<file path="src/rtl/maze_renderer.sv">
// ---------------------------------------------------------------------------
// maze_renderer
// Renders a cell maze with a player marker and a goal marker onto the
// 96x64 RGB565 OLED pixel path, and owns the player state (position, move
// counter, win flag). Buttons move the player one cell per rising edge;
// walls and the maze border block moves.
//
// Ports
//   clk                  system clock
//   reset                synchronous, active-high reset
//   index                pixel index from the OLED driver (x = index % WIDTH)
//   btn_u/d/l/r          debounced button levels
//   restart              level; returns the player to the start cell
//   data                 RGB565 colour of the pixel at index (2-cycle latency)
//   player_x, player_y   current player cell
//   moves                accepted moves, saturating at 255
//   win                  high once the player has reached the goal
// ---------------------------------------------------------------------------
module maze_renderer #(
    parameter int                     WIDTH      = 96,
    parameter int                     HEIGHT     = 64,
    parameter int                     CELL       = 12,
    parameter int                     WALL       = 3,
    parameter int                     COLS       = 7,
    parameter int                     ROWS       = 5,
    parameter logic [2*COLS*ROWS-1:0] MAZE       = '0,
    parameter int                     START_X    = 0,
    parameter int                     START_Y    = 0,
    parameter int                     GOAL_X     = 6,
    parameter int                     GOAL_Y     = 4,
    parameter logic [15:0]            WALL_COL   = 16'hFFFF,
    parameter logic [15:0]            PLAYER_COL = 16'h001F,
    parameter logic [15:0]            GOAL_COL   = 16'h07E0,
    parameter logic [15:0]            BG_COL     = 16'h0000
) (
    input  logic                             clk,
    input  logic                             reset,
    input  logic [$clog2(WIDTH*HEIGHT)-1:0]  index,
    input  logic                             btn_u,
    input  logic                             btn_d,
    input  logic                             btn_l,
    input  logic                             btn_r,
    input  logic                             restart,
    output logic [15:0]                      data,
    output logic [$clog2(COLS)-1:0]          player_x,
    output logic [$clog2(ROWS)-1:0]          player_y,
    output logic [7:0]                       moves,
    output logic                             win
);

    localparam int XW  = $clog2(WIDTH);
    localparam int YW  = $clog2(HEIGHT);
    localparam int PXW = $clog2(COLS);
    localparam int PYW = $clog2(ROWS);

    // Wall lookups; cells outside the maze report no wall so callers may
    // pass cx-1 / cy-1 without guarding.
    function automatic logic east_wall(input int cx, input int cy);
        logic [2*COLS*ROWS-1:0] sh;
        if (cx < 0 || cy < 0 || cx >= COLS || cy >= ROWS) return 1'b0;
        sh = MAZE >> (2 * (cy * COLS + cx));
        return sh[0];
    endfunction

    function automatic logic south_wall(input int cx, input int cy);
        logic [2*COLS*ROWS-1:0] sh;
        if (cx < 0 || cy < 0 || cx >= COLS || cy >= ROWS) return 1'b0;
        sh = MAZE >> (2 * (cy * COLS + cx) + 1);
        return sh[0];
    endfunction

    // ---------------- Pixel pipeline, stage 1: coordinates -----------------
    logic [XW-1:0] x_d, cx_d, lx_d, x_q, cx_q, lx_q;
    logic [YW-1:0] y_d, cy_d, ly_d, y_q, cy_q, ly_q;
    logic          oor_d, oor_q;
    logic          vld_q;   // keeps data at 0 for the cycle after reset

    assign x_d   = XW'(int'(index) % WIDTH);
    assign y_d   = YW'(int'(index) / WIDTH);
    assign oor_d = int'(index) >= WIDTH * HEIGHT;
    assign cx_d  = XW'(int'(x_d) / CELL);
    assign lx_d  = XW'(int'(x_d) % CELL);
    assign cy_d  = YW'(int'(y_d) / CELL);
    assign ly_d  = YW'(int'(y_d) % CELL);

    always_ff @(posedge clk) begin
        if (reset) begin
            x_q   <= '0;
            y_q   <= '0;
            cx_q  <= '0;
            lx_q  <= '0;
            cy_q  <= '0;
            ly_q  <= '0;
            oor_q <= 1'b0;
            vld_q <= 1'b0;
        end else begin
            x_q   <= x_d;
            y_q   <= y_d;
            cx_q  <= cx_d;
            lx_q  <= lx_d;
            cy_q  <= cy_d;
            ly_q  <= ly_d;
            oor_q <= oor_d;
            vld_q <= 1'b1;
        end
    end

    // ---------------- Pixel pipeline, stage 2: colour ----------------------
    logic [15:0]    data_d, data_q;
    logic [PXW-1:0] px_q, px_d;
    logic [PYW-1:0] py_q, py_d;

    always_comb begin
        data_d = BG_COL;
        if (!vld_q || oor_q)
            data_d = 16'h0000;
        else if (int'(x_q) >= COLS * CELL || int'(y_q) >= ROWS * CELL)
            data_d = WALL_COL;
        else if (int'(lx_q) < WALL && int'(ly_q) < WALL)
            data_d = WALL_COL;
        else if (int'(lx_q) < WALL &&
                 (cx_q == '0 || east_wall(int'(cx_q) - 1, int'(cy_q))))
            data_d = WALL_COL;
        else if (int'(ly_q) < WALL &&
                 (cy_q == '0 || south_wall(int'(cx_q), int'(cy_q) - 1)))
            data_d = WALL_COL;
        else if (int'(cx_q) == int'(px_q) && int'(cy_q) == int'(py_q))
            data_d = PLAYER_COL;
        else if (int'(cx_q) == GOAL_X && int'(cy_q) == GOAL_Y)
            data_d = GOAL_COL;
    end

    always_ff @(posedge clk) begin
        if (reset) data_q <= 16'h0000;
        else       data_q <= data_d;
    end

    assign data = data_q;

    // ---------------- Buttons and player state -----------------------------
    typedef enum logic [0:0] {S_PLAY, S_WON} state_t;

    state_t     state_q, state_d;
    logic [3:0] btn_vec;             // {u, d, l, r}
    logic [3:0] prev_q;
    logic [3:0] edge_d, edge_q;
    logic [7:0] moves_q, moves_d;
    int         tx_c, ty_c;
    logic       blocked_c;

    assign btn_vec = {btn_u, btn_d, btn_l, btn_r};
    // Edges seen while restart is high are dropped rather than deferred.
    assign edge_d  = btn_vec & ~prev_q & {4{~restart}};

    always_ff @(posedge clk) begin
        if (reset) begin
            prev_q  <= 4'hF;         // a button held through reset is not an edge
            edge_q  <= 4'h0;
            state_q <= S_PLAY;
            px_q    <= PXW'(START_X);
            py_q    <= PYW'(START_Y);
            moves_q <= 8'd0;
        end else begin
            prev_q  <= btn_vec;
            edge_q  <= edge_d;
            state_q <= state_d;
            px_q    <= px_d;
            py_q    <= py_d;
            moves_q <= moves_d;
        end
    end

    always_comb begin
        state_d   = state_q;
        px_d      = px_q;
        py_d      = py_q;
        moves_d   = moves_q;
        tx_c      = int'(px_q);
        ty_c      = int'(py_q);
        blocked_c = 1'b1;

        // Highest-priority edge wins; lower ones are simply discarded.
        if (edge_q[3]) begin
            ty_c      = int'(py_q) - 1;
            blocked_c = (py_q == '0) || south_wall(int'(px_q), int'(py_q) - 1);
        end else if (edge_q[2]) begin
            ty_c      = int'(py_q) + 1;
            blocked_c = (int'(py_q) == ROWS - 1) || south_wall(int'(px_q), int'(py_q));
        end else if (edge_q[1]) begin
            tx_c      = int'(px_q) - 1;
            blocked_c = (px_q == '0) || east_wall(int'(px_q) - 1, int'(py_q));
        end else if (edge_q[0]) begin
            tx_c      = int'(px_q) + 1;
            blocked_c = (int'(px_q) == COLS - 1) || east_wall(int'(px_q), int'(py_q));
        end

        if (restart) begin
            state_d = S_PLAY;
            px_d    = PXW'(START_X);
            py_d    = PYW'(START_Y);
            moves_d = 8'd0;
        end else if (state_q == S_PLAY && !blocked_c) begin
            px_d    = PXW'(tx_c);
            py_d    = PYW'(ty_c);
            moves_d = (moves_q == 8'hFF) ? moves_q : moves_q + 8'd1;
            if (tx_c == GOAL_X && ty_c == GOAL_Y) state_d = S_WON;
        end
    end

    assign player_x = px_q;
    assign player_y = py_q;
    assign moves    = moves_q;
    assign win      = (state_q == S_WON);

endmodule

</file>
<file path="config.mk">
export PLATFORM = sky130hd
export DESIGN_NAME = maze_renderer
export DESIGN_NICKNAME = d
export VERILOG_FILES = /design/src/rtl/maze_renderer.sv
export SDC_FILE = /design/constraint.sdc
export NUM_CORES = 1
export LEC_CHECK = 0
export BUFFER_PORTS_ARGS = -buffer_cell sky130_fd_sc_hd__buf_2
export CORE_ASPECT_RATIO = 1.4
export CORE_MARGIN = 3
export CORE_UTILIZATION = 60
export CTS_CLUSTER_DIAMETER = 120
export DETAILED_ROUTE_END_ITERATION = 8
export GPL_ROUTABILITY_DRIVEN = 0
export GPL_TIMING_DRIVEN = 0
export HOLD_SLACK_MARGIN = 0.12
export PLACE_DENSITY_LB_ADDON = 0.25
export SLEW_MARGIN = 15
export SYNTH_ARGS = -nofsm -noshare
export SYNTH_HDL_FRONTEND = slang
export SYNTH_SLANG_ARGS = --single-unit
</file>
<file path="constraint.sdc">
create_clock -name clk -period 7.5 [get_ports clk]
set_clock_uncertainty 0.15 [all_clocks]
set_input_delay 0.75 -clock clk [delete_from_list [all_inputs] [get_ports clk]]
set_output_delay 0.75 -clock clk [all_outputs]
set_load 0.01 [all_outputs]
</file>
Word-level counts from Yosys, hierarchy flattened. Cells that the tools add are included.

Div/mod/pow operators: 6. $add $sub $neg: 15. Bitwise operators: 6. $mul: 4. Muxes and demuxes: 67. Shift-type cells: 6. Order comparisons: 17. Equal/unequal tests: 9. Reduce and logical (&&, ||, !) cells: 34.

Operators with widths (number): 1-bit by 32-bit >> shifter with 1-bit output, first input constant (5); 32-bit two-way mux (4); 32-bit by 4-bit equality test with 1-bit output, second input constant (2); 16-bit two-way mux (4); 1-bit two-way mux (55); 32-bit by 2-bit adder with 32-bit output, second input constant (1); 14-bit by 8-bit divider with 32-bit output, second input constant (1); 7-bit by 5-bit divider with 32-bit output, second input constant (1); 8-bit by 5-bit divider with 32-bit output, second input constant (1); 14-bit by 8-bit remainder unit with 32-bit output, second input constant (1); 7-bit by 5-bit remainder unit with 32-bit output, second input constant (1); 8-bit by 5-bit remainder unit with 32-bit output, second input constant (1); 11-bit two-way mux (2); 1-bit logical OR (17); 13-bit by 2-bit adder with 14-bit output, second input constant (1); 13-bit >= comparator, second input constant (1); 11-bit by 8-bit adder with 12-bit output (1); 10-bit by 2-bit adder with 11-bit output, second input constant (1); 10-bit by 8-bit adder with 11-bit output (1); 7-bit by 4-bit multiplier with 11-bit output, second input constant (1); 8-bit by 4-bit adder with 9-bit output (1); 6-bit by 3-bit multiplier with 9-bit output, second input constant (1); 3-bit by 1-bit adder with 4-bit output, second input constant (2); 7-bit by 4-bit adder with 8-bit output (1); 39 further kinds (57).

Bits in registers: 80. Word-level logic and storage cells: 179. Output and inout port bits: 31. Input port bits: 20.

Longest topological paths before layout.
Depth in word-level cells: 29. Depth in mapped cells: 23. Depth with buffers taken out: 19.

Worst setup path after synthesis. No wires, ideal clock.

Kind: input to register. Start: input index[11]. End: register lx_q[2]. Required time: 7.207 ns. Path buffers: 3. Setup slack: 2.235 ns. Cell stages on the path: 21. Setup time: 0.143 ns. Arrival time: 4.971 ns. Cells stage by stage: buf_6 -> clkbuf_1 -> ha_1 -> nand2b_1 -> mux2i_1 -> a221oi_4 -> nor3_2 -> or3_4 -> nand3_4 -> nand3_1 -> a41oi_1 -> xnor2_1 -> inv_1 -> ha_1 -> nor2b_1 -> o21ai_0 -> a311o_1 -> and2_1 -> buf_6 -> a221oi_2 -> o311ai_1.

Cells in the longest elaborated chain, start to end: 2.

RTL lines: start, declared (line 38) `input logic [$clog2(WIDTH*HEIGHT)-1:0] index,`; 14-bit by 8-bit remainder unit with 32-bit output (line 78) `assign x_d = XW'(int'(index) % WIDTH);`; 8-bit by 5-bit remainder unit with 32-bit output (line 82) `assign lx_d = XW'(int'(x_d) % CELL);`; end signal, assigned (line 100) `lx_q <= lx_d;`; end, declared (line 73) `logic [XW-1:0] x_d, cx_d, lx_d, x_q, cx_q, lx_q;`.

Every way passes these cells. A chain may end at the register's enable or synchronous reset.

Worst setup path in the final report. Ends and elaborated chain as after synthesis.

==> flow_metrics.env <==
export IMPL_status="finished, final reports clean"
export IMPL_crit_type="input port to flip-flop"
export IMPL_drive_above_1_share_pct=21.2
export IMPL_slew_violations=0
export IMPL_yosysUniqueCellTypes=78
export IMPL_cts_root_buf="clkbuf_8"
export IMPL_clock_tree_buffer_depth=2
export IMPL_drc=0
export IMPL_postLayoutCoreUtil_pct=71.9
export IMPL_grt_pass1_vias=3549
export IMPL_max_stage_delay_ns=0.59
export IMPL_grt_overflow_total=0
export IMPL_core_area_mm2=0.00630
export IMPL_critPathBufInv=5
export IMPL_startpoint_type="input port"
export IMPL_finalSetupViolCount=0
export IMPL_hold_buffers=0
export IMPL_synth_edff_count=0
export IMPL_path_delay_family="compound AO/OA/AOI/OAI gates"
export IMPL_post_route_min_period_ns=5.65
export IMPL_ys_seq_area_share_pct=28.8
export IMPL_max_slew_margin_pct=54.2
export IMPL_fp_dieH_um=102
export IMPL_hpwl_mm=6.86
export IMPL_cts_setup_buffers=0
export IMPL_path_cells="buf_2 > buf_6 > clkbuf_1 > ha_1 > nand2b_1 > mux2i_1 > a221oi_4 > o21ai_1 > a21o_1 > nand3_4 > nand3_1 > a41oi_1 > xnor2_1 > inv_1 > ha_1 > nor2b_1 > o21ai_0 > a311o_1 > and2_1 > buf_6 > a221oi_2 > o311ai_1"
export IMPL_worstSetupEndpointType="flip-flop"
export IMPL_postSynth_asyncResetShare_pct=0
export IMPL_io_buffers=46
export IMPL_routedWlPerCell_um=14.7
export IMPL_crit_required_ns=7.54
export IMPL_maxCapViolCount=0
export IMPL_ys_ff_latch=57
export IMPL_ys_warn_count=0
export IMPL_fin_nets=584
export IMPL_synth_area_top_cells="dfxtp_1 29%, ha_1 5.7%, nor2_1 4.8%"
export IMPL_synth_top_area_cell="dfxtp_1"
export IMPL_fin_setup_tns_ns=0
export IMPL_synth_ff_type="dfxtp_1"
export IMPL_num_vias=3777
export IMPL_start_util_pct=62.9
export IMPL_routed_wl_mm=9.16
export IMPL_tightest_slew_ns=0.679
export IMPL_cp_arrival_ns=5.69
export IMPL_fin_area_mm2=0.00453
export IMPL_hold_viol=0
export IMPL_finalWorstSetupSlack_ns=1.85
export IMPL_rsz0062_at_grt="false"
export IMPL_syn_nets=527
export IMPL_first_pass_iters=5
export IMPL_synthTopCellsByCount="57 x dfxtp_1, 51 x nor2_1, 37 x nand2_1, 26 x a21oi_1, 22 x o21ai_0"
export IMPL_place_area_mm2=0.00428
export IMPL_grt_pass1_wl_mm=15.6
export IMPL_cts_sinks=57
export IMPL_synth_most_common_cell="dfxtp_1"
export IMPL_p_per_area_mw_per_mm2=211
export IMPL_row_count=34
export IMPL_insertedDiodeCount=0
export IMPL_preCtsSetupSlack_ns=1.53
export IMPL_dp_cells=607
export IMPL_viasPerCell=6.06
export IMPL_io_pins=51
export IMPL_drt_iter0_drc=163
export IMPL_cts_inserted_buffers=9
export IMPL_die_area_mm2=0.00763
export IMPL_synthCells=489
export IMPL_cts_resized=0
export IMPL_worstPathMaxFanout=10
export IMPL_fin_cells=623
export IMPL_syn_cell_area_mm2=0.00396
export IMPL_grt_max_degree=11
export IMPL_cts_tree="done"
export IMPL_antenna_found_initial=0
export IMPL_final_antenna_net_count=0
export IMPL_min_path_type="flip-flop to flip-flop"
export IMPL_irDropWorstVdd_v=0.000106
export IMPL_ctsHtreeMaxLevel=3
export IMPL_cp_slowest_cell="a221oi_4"
export IMPL_clk_pin_slew_ns=0.06
export IMPL_clk_latency_ns=0.34
export IMPL_track_usage_pct=25.7
export IMPL_die_x_um=74.7
export IMPL_p_leak_uw=0.00187
export IMPL_syn_avg_cell_area_um2=8.10
export IMPL_fin_crit_sh_pct=75.3
export IMPL_yosys_area_top_type_share_pct=28.8
export IMPL_layout_area_overhead_vs_synth_pct=14.2
export IMPL_max_freq_ghz=0.177
-- per-stage QoR --
step           hold WS [ns]  power, µW
6_report              0.236        956
4_1_cts               0.239        959
3_5_place_dp          0.230        613
5_1_grt               0.256       1010
3_3_place_gp          0.226        606
2_1_floorplan         0.222        551
-- worst register-to-register path, cell delays in order (launching register included) --
cell and delay, ns:
dfxtp_1 0.46, inv_1 0.20, ha_1 0.24, nand2_1 0.06, a21oi_1 0.06, a31oi_1 0.22, nor2_1 0.06, a31oi_1 0.13
o21ai_0 0.14, nor2_1 0.35, nand4_1 0.24, or3_1 0.36, a21oi_1 0.14
-- layer usage --
layer  wire (µm)  track usage (%)  up-vias
li1            -                -     1861
met1        3600             27.4     1769
met3         389             4.72       26
met4         246             12.5        0
met5           0                0        -
met2        4920             47.5      121
-- logic make-up after synthesis --
group,synth area share [%]
simple gates,28.6
flops,28.8
xor+xnor,5.94
mux,1.26
compound gates,21.4
fa+ha+maj,5.69
buf+inv,8.28
-- flip-flops by register name (all words and copies together) (netlist names), 3 cells and up --
name and count:
moves 8, x_q 7, y_q 6, lx_q 5, cx_q 4, edge_q 4
ly_q 4, prev_q 4, cy_q 3, data 3, player_x 3, player_y 3
-- layout by cell type, fill, tap and decap left out, types with 8 or more instances in the layout --
cell type,instances
xnor2_1,19
nor2_1,51
buf_4,15
o21ai_0,22
a21oi_1,26
dfxtp_1,57
or2_2,8
inv_1,20
or3_1,13
nor3_1,16
clkbuf_8,10
buf_2,47
nand3_1,16
clkbuf_1,18
nor2b_1,9
ha_1,18
nand2_1,37
-- final timing paths --
kind	startpoint	to	slack (ns)	cells past startpoint
max	index[11]	lx_q[2]	1.85	22
min	prev_q[1]	edge_q[1]	0.24	1
max reg2reg	player_x[0]	moves[5]	4.64	12
min reg2reg	prev_q[1]	edge_q[1]	0.24	1
-- where the power goes --
group / switching, µW / total [µW] / leakage (µW) / internal [µW]
Combinational: 154 / 270 / 0.00128 / 116
Sequential: 12.8 / 340 / 0.000469 / 327
Clock: 117 / 346 / 0.000120 / 229
-- cell type report --
cell class	count	area (µm²)
Tap cell	72	90.1
Clock inverter	5	103
Clock buffer	11	141
Timing Repair Buffer	46	230
Multi-Input combinational cell	370	2490
Fill cell	502	1770
Buffer	41	249
Inverter	21	78.8
Sequential cell	57	1140
Note: power is estimated with default switching activity, not from simulation.
